`config.mk`:
```
export PLATFORM = sky130hd
export DESIGN_NAME = spi_miso_tx
export DESIGN_NICKNAME = d
export VERILOG_FILES = /design/src/rtl/spi_pkg.sv /design/src/rtl/spi_sync_edge.sv /design/src/rtl/spi_miso_tx.sv
export SDC_FILE = /design/constraint.sdc
export NUM_CORES = 1
export LEC_CHECK = 0
export CAP_MARGIN = 40
export CORE_ASPECT_RATIO = 1.2
export CORE_UTILIZATION = 25
export DETAILED_ROUTE_END_ITERATION = 16
export GPL_ROUTABILITY_DRIVEN = 0
export PLACE_DENSITY = 0.43
export SYNTH_ARGS = -nofsm -noshare
export SYNTH_HDL_FRONTEND = slang
export SYNTH_SLANG_ARGS = --single-unit
```
`constraint.sdc`:
```
create_clock -name clk -period 1.8 [get_ports clk]
set_clock_uncertainty 0.2 [all_clocks]
set_input_delay 0.36 -clock clk [delete_from_list [all_inputs] [get_ports clk]]
set_output_delay 0.36 -clock clk [all_outputs]
set_load 0.01 [all_outputs]
```
`src/rtl/spi_pkg.sv`:
```
// Shared SPI slave definitions: frame geometry and the transmit FSM state encoding.
package spi_pkg;

  localparam int unsigned SPI_DATA_W   = 16;
  localparam int unsigned SPI_HDR_BITS = 16;

  typedef enum logic [1:0] {
    IDLE  = 2'd0,
    SHIFT = 2'd1,
    DONE  = 2'd2
  } tx_state_t;

endpackage

```
`src/rtl/spi_sync_edge.sv`:
```
// Two-flop synchronizer plus history flop, giving one-clk rise/fall pulses of an async input.
module spi_sync_edge #(
  parameter logic RESET_VAL = 1'b0
) (
  input  logic clk,
  input  logic reset,
  input  logic din,
  output logic rise,
  output logic fall
);

  // [0],[1] synchronize; [2] holds the previous synchronized value
  logic [2:0] sync_q;

  always_ff @(posedge clk or posedge reset) begin
    if (reset) sync_q <= {3{RESET_VAL}};
    else       sync_q <= {sync_q[1:0], din};
  end

  assign rise =  sync_q[1] & ~sync_q[2];
  assign fall = ~sync_q[1] &  sync_q[2];

endmodule

```
`src/rtl/spi_miso_tx.sv`:
```
// SPI slave read-data transmitter: loads a word on tx_req and shifts it out MSB first on MISO (CPOL=0).
module spi_miso_tx
  import spi_pkg::*;
#(
  parameter int unsigned DATA_W = SPI_DATA_W
) (
  input  logic              clk,
  input  logic              reset,
  input  logic              tx_req,
  input  logic [DATA_W-1:0] tx_data,
  input  logic              sclk,
  input  logic              ssn,
  output logic              miso,
  output logic              miso_oe,
  output logic              tx_busy,
  output logic              tx_done,
  output logic              tx_abort
);

  localparam int unsigned CNT_W = $clog2(DATA_W) + 1;
  localparam logic [CNT_W-1:0] CNT_MAX = CNT_W'(DATA_W);

  tx_state_t         state;
  logic [DATA_W-1:0] shreg;
  logic [CNT_W-1:0]  bit_cnt;
  logic              sclk_rise, sclk_fall, ssn_rise;

  spi_sync_edge #(.RESET_VAL(1'b0)) u_sclk_sync (
    .clk   (clk),
    .reset (reset),
    .din   (sclk),
    .rise  (sclk_rise),
    .fall  (sclk_fall)
  );

  spi_sync_edge #(.RESET_VAL(1'b1)) u_ssn_sync (
    .clk   (clk),
    .reset (reset),
    .din   (ssn),
    .rise  (ssn_rise),
    .fall  ()
  );

  // miso is the shift register MSB flop; shreg is cleared on leaving SHIFT so miso idles at 0
  assign miso = shreg[DATA_W-1];

  always_ff @(posedge clk or posedge reset) begin
    if (reset) begin
      state    <= IDLE;
      shreg    <= '0;
      bit_cnt  <= '0;
      miso_oe  <= 1'b0;
      tx_busy  <= 1'b0;
      tx_done  <= 1'b0;
      tx_abort <= 1'b0;
    end else begin
      tx_done  <= 1'b0;
      tx_abort <= 1'b0;
      case (state)
        IDLE: begin
          if (tx_req) begin
            shreg   <= tx_data;
            bit_cnt <= '0;
            miso_oe <= 1'b1;
            tx_busy <= 1'b1;
            state   <= SHIFT;
          end
        end
        SHIFT: begin
          if (ssn_rise) begin
            shreg    <= '0;
            miso_oe  <= 1'b0;
            tx_busy  <= 1'b0;
            tx_abort <= 1'b1;
            state    <= IDLE;
          end else begin
            if (sclk_rise && (bit_cnt < CNT_MAX)) bit_cnt <= bit_cnt + CNT_W'(1);
            if (sclk_fall) begin
              if (bit_cnt < CNT_MAX) begin
                shreg <= {shreg[DATA_W-2:0], 1'b0};
              end else begin
                shreg   <= '0;
                miso_oe <= 1'b0;
                tx_busy <= 1'b0;
                tx_done <= 1'b1;
                state   <= DONE;
              end
            end
          end
        end
        DONE:    state <= IDLE;
        default: state <= IDLE;
      endcase
    end
  end

endmodule

```
[Yosys cells after proc, flatten, opt, wreduce, memory -nomap -nowiden]
Index checks and enable logic that the tools add are counted.
Word-level totals
  flip-flop bits (word level): 32
  bits in latches: 0
  bits in writable memories: 0
  memory bits (read-only): 0
  output and inout bits: 5
  logic and storage cells: 54
  memories kept: 0
Operators by class
  add/sub/neg operators: 1
  multiply operators: 0
  div/mod/pow operators: 0
  $lt $le $gt $ge: 1
  eq/ne operators: 6
  shifts and indexed selects: 0
  muxes and demuxes: 25
  bitwise gates (word level): 6
  reduce and logical (&&, ||, !) cells: 7
Operators by type and width (number)
  $mux W16: 4
  $pmux W16 S2: 1
  $mux W5: 3
  $mux W1: 10
  $pmux W5 S2: 1
  $mux W2: 4
  $reduce_and A4 Y1: 2
  $ne A2 B2 Y1 const B: 3
  $ne A3 B3 Y1 const B: 2
  $reduce_and A3 Y1: 2
  $add A5 B1 Y5 const B: 1
  $lt A5 B5 Y1 const B: 1
  $pmux W2 S2: 1
  $and A1 B1 Y1: 3
  $not A1 Y1: 3
  $eq A2 B1 Y1 const B: 1
  $logic_not A2 Y1: 1
  $pmux W1 S2: 1
  $reduce_bool A2 Y1: 1
  $logic_and A1 B1 Y1: 1

[Logic depth before layout (Yosys ltp)]
  depth in word-level cells: 6
  mapped depth: 5

[Cells and area by module]
Synthesis repeated with hierarchy kept, for this count alone.
Second synthesis, totals
  cell total of the unflattened synthesis: 122
  area, all modules: 1569.0 um^2
By module, submodules not included
  spi_miso_tx: instances 1, cells an instance 110, area an instance 1377.6 um^2
  spi_sync_edge (u_ssn_sync): instances 1, cells an instance 6, area an instance 97.6 um^2
  spi_sync_edge (u_sclk_sync): instances 1, cells an instance 6, area an instance 93.8 um^2

[Least setup slack after synthesis]
Ideal clock, no wire load.
  kind: register -> register
  start point: reg u_ssn_sync.sync_q[1]
  end point: reg shreg[10]
  library setup time: 0.124 ns
  data arrival time: 1.353 ns
  data required time: 1.476 ns
  setup slack: 0.123 ns
  cell stages (with the launch flop): 5
  clock period less this slack: 1.677 ns
  cell sequence: dfstp_2 nand2b_2 a311oi_4 buf_4 a21oi_2
On the way
  word-level cells in the longest chain between the ends: 3
RTL lines
  from (decl): RTL line spi_sync_edge.sv:13  | logic [2:0] sync_q;
  from (signal assigned): RTL line spi_sync_edge.sv:16  | if (reset) sync_q <= {3{RESET_VAL}};
  from (signal assigned): RTL line spi_sync_edge.sv:17  | else sync_q <= {sync_q[1:0], din};
  $and A1 B1 Y1 (*): RTL line spi_sync_edge.sv:20  | assign rise = sync_q[1] & ~sync_q[2];
  $ne A3 B3 Y1 (no source line) / $mux W16 (equally long branches)
  $reduce_and A3 Y1 (no source line) / $pmux W16 S2 (equally long branches)
  to (signal assigned): RTL line spi_miso_tx.sv:62  | shreg <= tx_data;
  to (signal assigned): RTL line spi_miso_tx.sv:80  | shreg <= {shreg[DATA_W-2:0], 1'b0};
  to (decl): RTL line spi_miso_tx.sv:24  | logic [DATA_W-1:0] shreg;
Every way passes the cells marked *; elsewhere a longest branch is shown, timed or not.
A chain may end at the register's enable or synchronous reset.

[Final worst setup path]
  start point: reg shreg[15]
  end point: out miso
RTL lines
  to (decl): RTL line spi_miso_tx.sv:13  | output logic miso,
No word-level cell between the ends.

==> flow_summary_export.csv <==
group,metric,value,unit
timing,timing.final.max_slew_violations,0,
clock_tree,cts_buffer_depth,2,
setup_path,critPathRequiredTime,1.24,ns
setup_path,cpPeakStageDelay,0.53,ns
routing,drt_iter0_drc,67,
synthesis,synthAdderAreaFrac,0.869,%
routing,route.detailed.drc,4,
synthesis,synth_compound_area_share,23.1,%
synthesis,synth_warnings,0,
synthesis,synth_mux_area_share,0,%
timing,fin_ws,0.0839,ns
grt,antenna_found_initial,0,
die,start_util,26.6,%
pwr,ir_drop,0.373,mV
setup_path,reg2reg_slack,0.15,ns
routing,wl,2910,um
setup_path,crit_path_max_fanout,2,
setup_path,crit_chain,"clkdlybuf4s50_1",
routing,wl_per_cell,12.8,um
synthesis,synth_area,1440,um2
outcome,failed_checks,"design-rule violations",
cells_and_area,fin_util,35.2,%
grt,grt_pass1_wl,4860,um
synthesis,synthFlopType,"dfrtp_1",
timing,hold_viol,0,
pwr,p_per_area,1330,nW/um2
pwr,leakage,0.785,nW
placed_design,io_buffer_count,25,
timing,maxSlewHeadroom,81.2,%
synthesis,synth_simple_gate_area_share,15.7,%
synthesis,ys_ff_latch,32,
routing,drtAntennaViolNets,0,
setup_path,critPathBufInv,1,
synthesis,ys_seq_area_share,55.9,%
synthesis,synth_xor_area_share,0,%
die,fp.coreArea,5410,um2
timing,fin_crit,1.72,ns
clock_tree,root_buffer,"clkbuf_8",
flow_run,maxCapViolCount,0,
grt,grt_pass1_vias,1032,
clock_tree,cts_tree,"yes",
synthesis,synth_edf_count,0,
clock_tree,clock_latency,0.27,ns
routing,via_per_inst,4.70,
synthesis,syn_inst,130,
routing,dr.pass1.iters,10,
cells_and_area,nFillCells,553,
placed_design,dp_hpwl,2040,um
die,chipHeight,85.1,um
clock_tree,path_clk_slew,0.06,ns
clock_tree,cts_buffers,5,
timing,setup_viol,0,
clock_tree,cts_sinks,32,
timing,rsz0062_at_grt,"no",
min_path,hold_path.class,"reg2reg",
setup_path,crit_cells,1,
setup_path,cp_data_arrival_time,1.16,ns
timing,fin_crit_sh,95.3,%
synthesis,synth_area_per_cell,11.1,um2
setup_path,crit_path_end_kind,"primary output",
placed_design,placed_area,1790,um2
die,design.die.area,6070,um2
setup_path,cp_top_family,"buffers and inverters",
min_path,hold_path_depth,0,
grt,grt-ovfl-total,0,
synthesis,async_flop_share,100,%
synthesis,syn_nets,152,
die,boundaryPins,26,
setup_path,path_class,"reg2out",
timing,worstMarginPinSlew,0.282,ns
die,std_cell_rows,29,
grt,grt_max_degree,33,
timing,fmax,583,MHz
clock_tree,htree_levels,2,
cells_and_area,diodes,0,
cells_and_area,layout-drive-gt1-share,22.4,%
cells_and_area,final_nets,186,
setup_path,r2r_cells,5,
clock_tree,holdBufCountCts,0,
outcome,status,"finished with violations",
synthesis,synth.distinct_cells,27,
setup_path,cp-start-kind,"flop",
cells_and_area,area_growth,32.1,%
grt,grtUsageTotal,10.5,%
die,die_w,71.3,um
cells_and_area,final_cell_area,1900,um2
placed_design,dp_worst_setup_slack,-0.119,ns
routing,num_vias,1068,
setup_path,cpMaxStageDelayCell,"clkdlybuf4s50_1",
synthesis,synth_top_family_by_area,"compound AO/OA/AOI/OAI gates",
[layer usage]
layer | track usage (%) | share of wire, % | up-vias
li1 | - | - | 528
met1 | 12.2 | 45 | 511
met2 | 17.1 | 48 | 22
met3 | 4.04 | 5.1 | 7
met4 | 4.36 | 1.6 | 0
met5 | 0 | 0 | -
[registers in the layout, indices dropped and copies added, names as in the netlist]
register	count
shreg	16
tx_abort	1
tx_busy	1
tx_done	1
state	2
u_ssn_sync.sync_q	3
bit_cnt	5
u_sclk_sync.sync_q	3
[cell usage in the layout, fill, tap and decap left out, types with 2 or more instances in the layout]
cell type        instances
clkbuf_1                 2
clkdlybuf4s50_1         23
a21oi_1                  3
a22oi_1                 15
nand2_1                  6
nand3_1                  5
clkbuf_8                 6
buf_12                   2
nor2_1                  20
buf_4                    7
nor3b_1                  2
a21oi_2                 14
nor3_1                   3
o21ai_1                  2
inv_1                    3
o21ai_0                  5
nand2b_1                 2
dlymetal6s2s_1           2
dfstp_2                  3
nand2b_2                 2
dfrtp_1                 29
[stage by stage]
step                hold WS, ns  power, mW  std cells  setup TNS, ns
floorplan                 0.131       1.72        130              0
global placement          0.138       1.93        218          -1.72
global route              0.166       2.71        227              0
finish                    0.156       2.52        227              0
CTS                       0.157       2.57        227              0
detailed placement        0.145       1.97        218          -1.84
[Yosys cell counts, types with 3 or more instances]
cell,count,share of area [%]
o21ai_0,5,1.7
dfstp_2,3,5.5
nand2_1,6,1.6
dfrtp_1,29,50
inv_1,3,0.78
nor3_1,3,1.0
a22oi_1,15,7.8
a21oi_1,3,1.0
a21oi_2,14,8.5
buf_4,3,1.6
nor2_1,20,5.2
nand3_1,5,1.7
[timing repair]
item                                    4_1_cts  5_1_grt
endpoints found under the hold margin         0        0
gates resized for setup                       0        2
endpoints found under the setup margin       15        2
pin swaps                                     1        0
setup buffers                                 1        0
[cells by family (layout without fill, tap and decap cells)]
family / count (synthesis) / after routing
buf+inv: 10 / 45
fa+ha+maj: 1 / 1
simple gates: 45 / 45
compound gates: 42 / 42
flops: 32 / 32
[power breakdown]
| part | internal [mW] | switching (mW) |
|---|---|---|
| logic | 0.421 | 0.459 |
| registers | 0.948 | 0.138 |
| clock network | 0.311 | 0.248 |
[final cells by class]
class / instances / area [um2] / share of cell area [%]
inverters: 3 / 11.3 / 0.592
flip-flops and latches: 32 / 805 / 42.3
clock buffers: 8 / 90.1 / 4.73
well taps: 62 / 77.6 / 4.08
multi-input cells: 88 / 572 / 30.0
repair buffers: 34 / 348 / 18.3
[path summary, 6_finish.rpt]
kind | end | startpoint
setup reg to reg | shreg[14] | u_ssn_sync.sync_q[1]
min in group asynchronous | shreg[3] | reset
setup / recovery | miso | shreg[15]
hold reg to reg | u_sclk_sync.sync_q[1] | u_sclk_sync.sync_q[0]
max in group asynchronous | u_ssn_sync.sync_q[2] | reset
hold / removal | u_sclk_sync.sync_q[1] | u_sclk_sync.sync_q[0]
No activity file was read; power rests on OpenSTA's default activity.
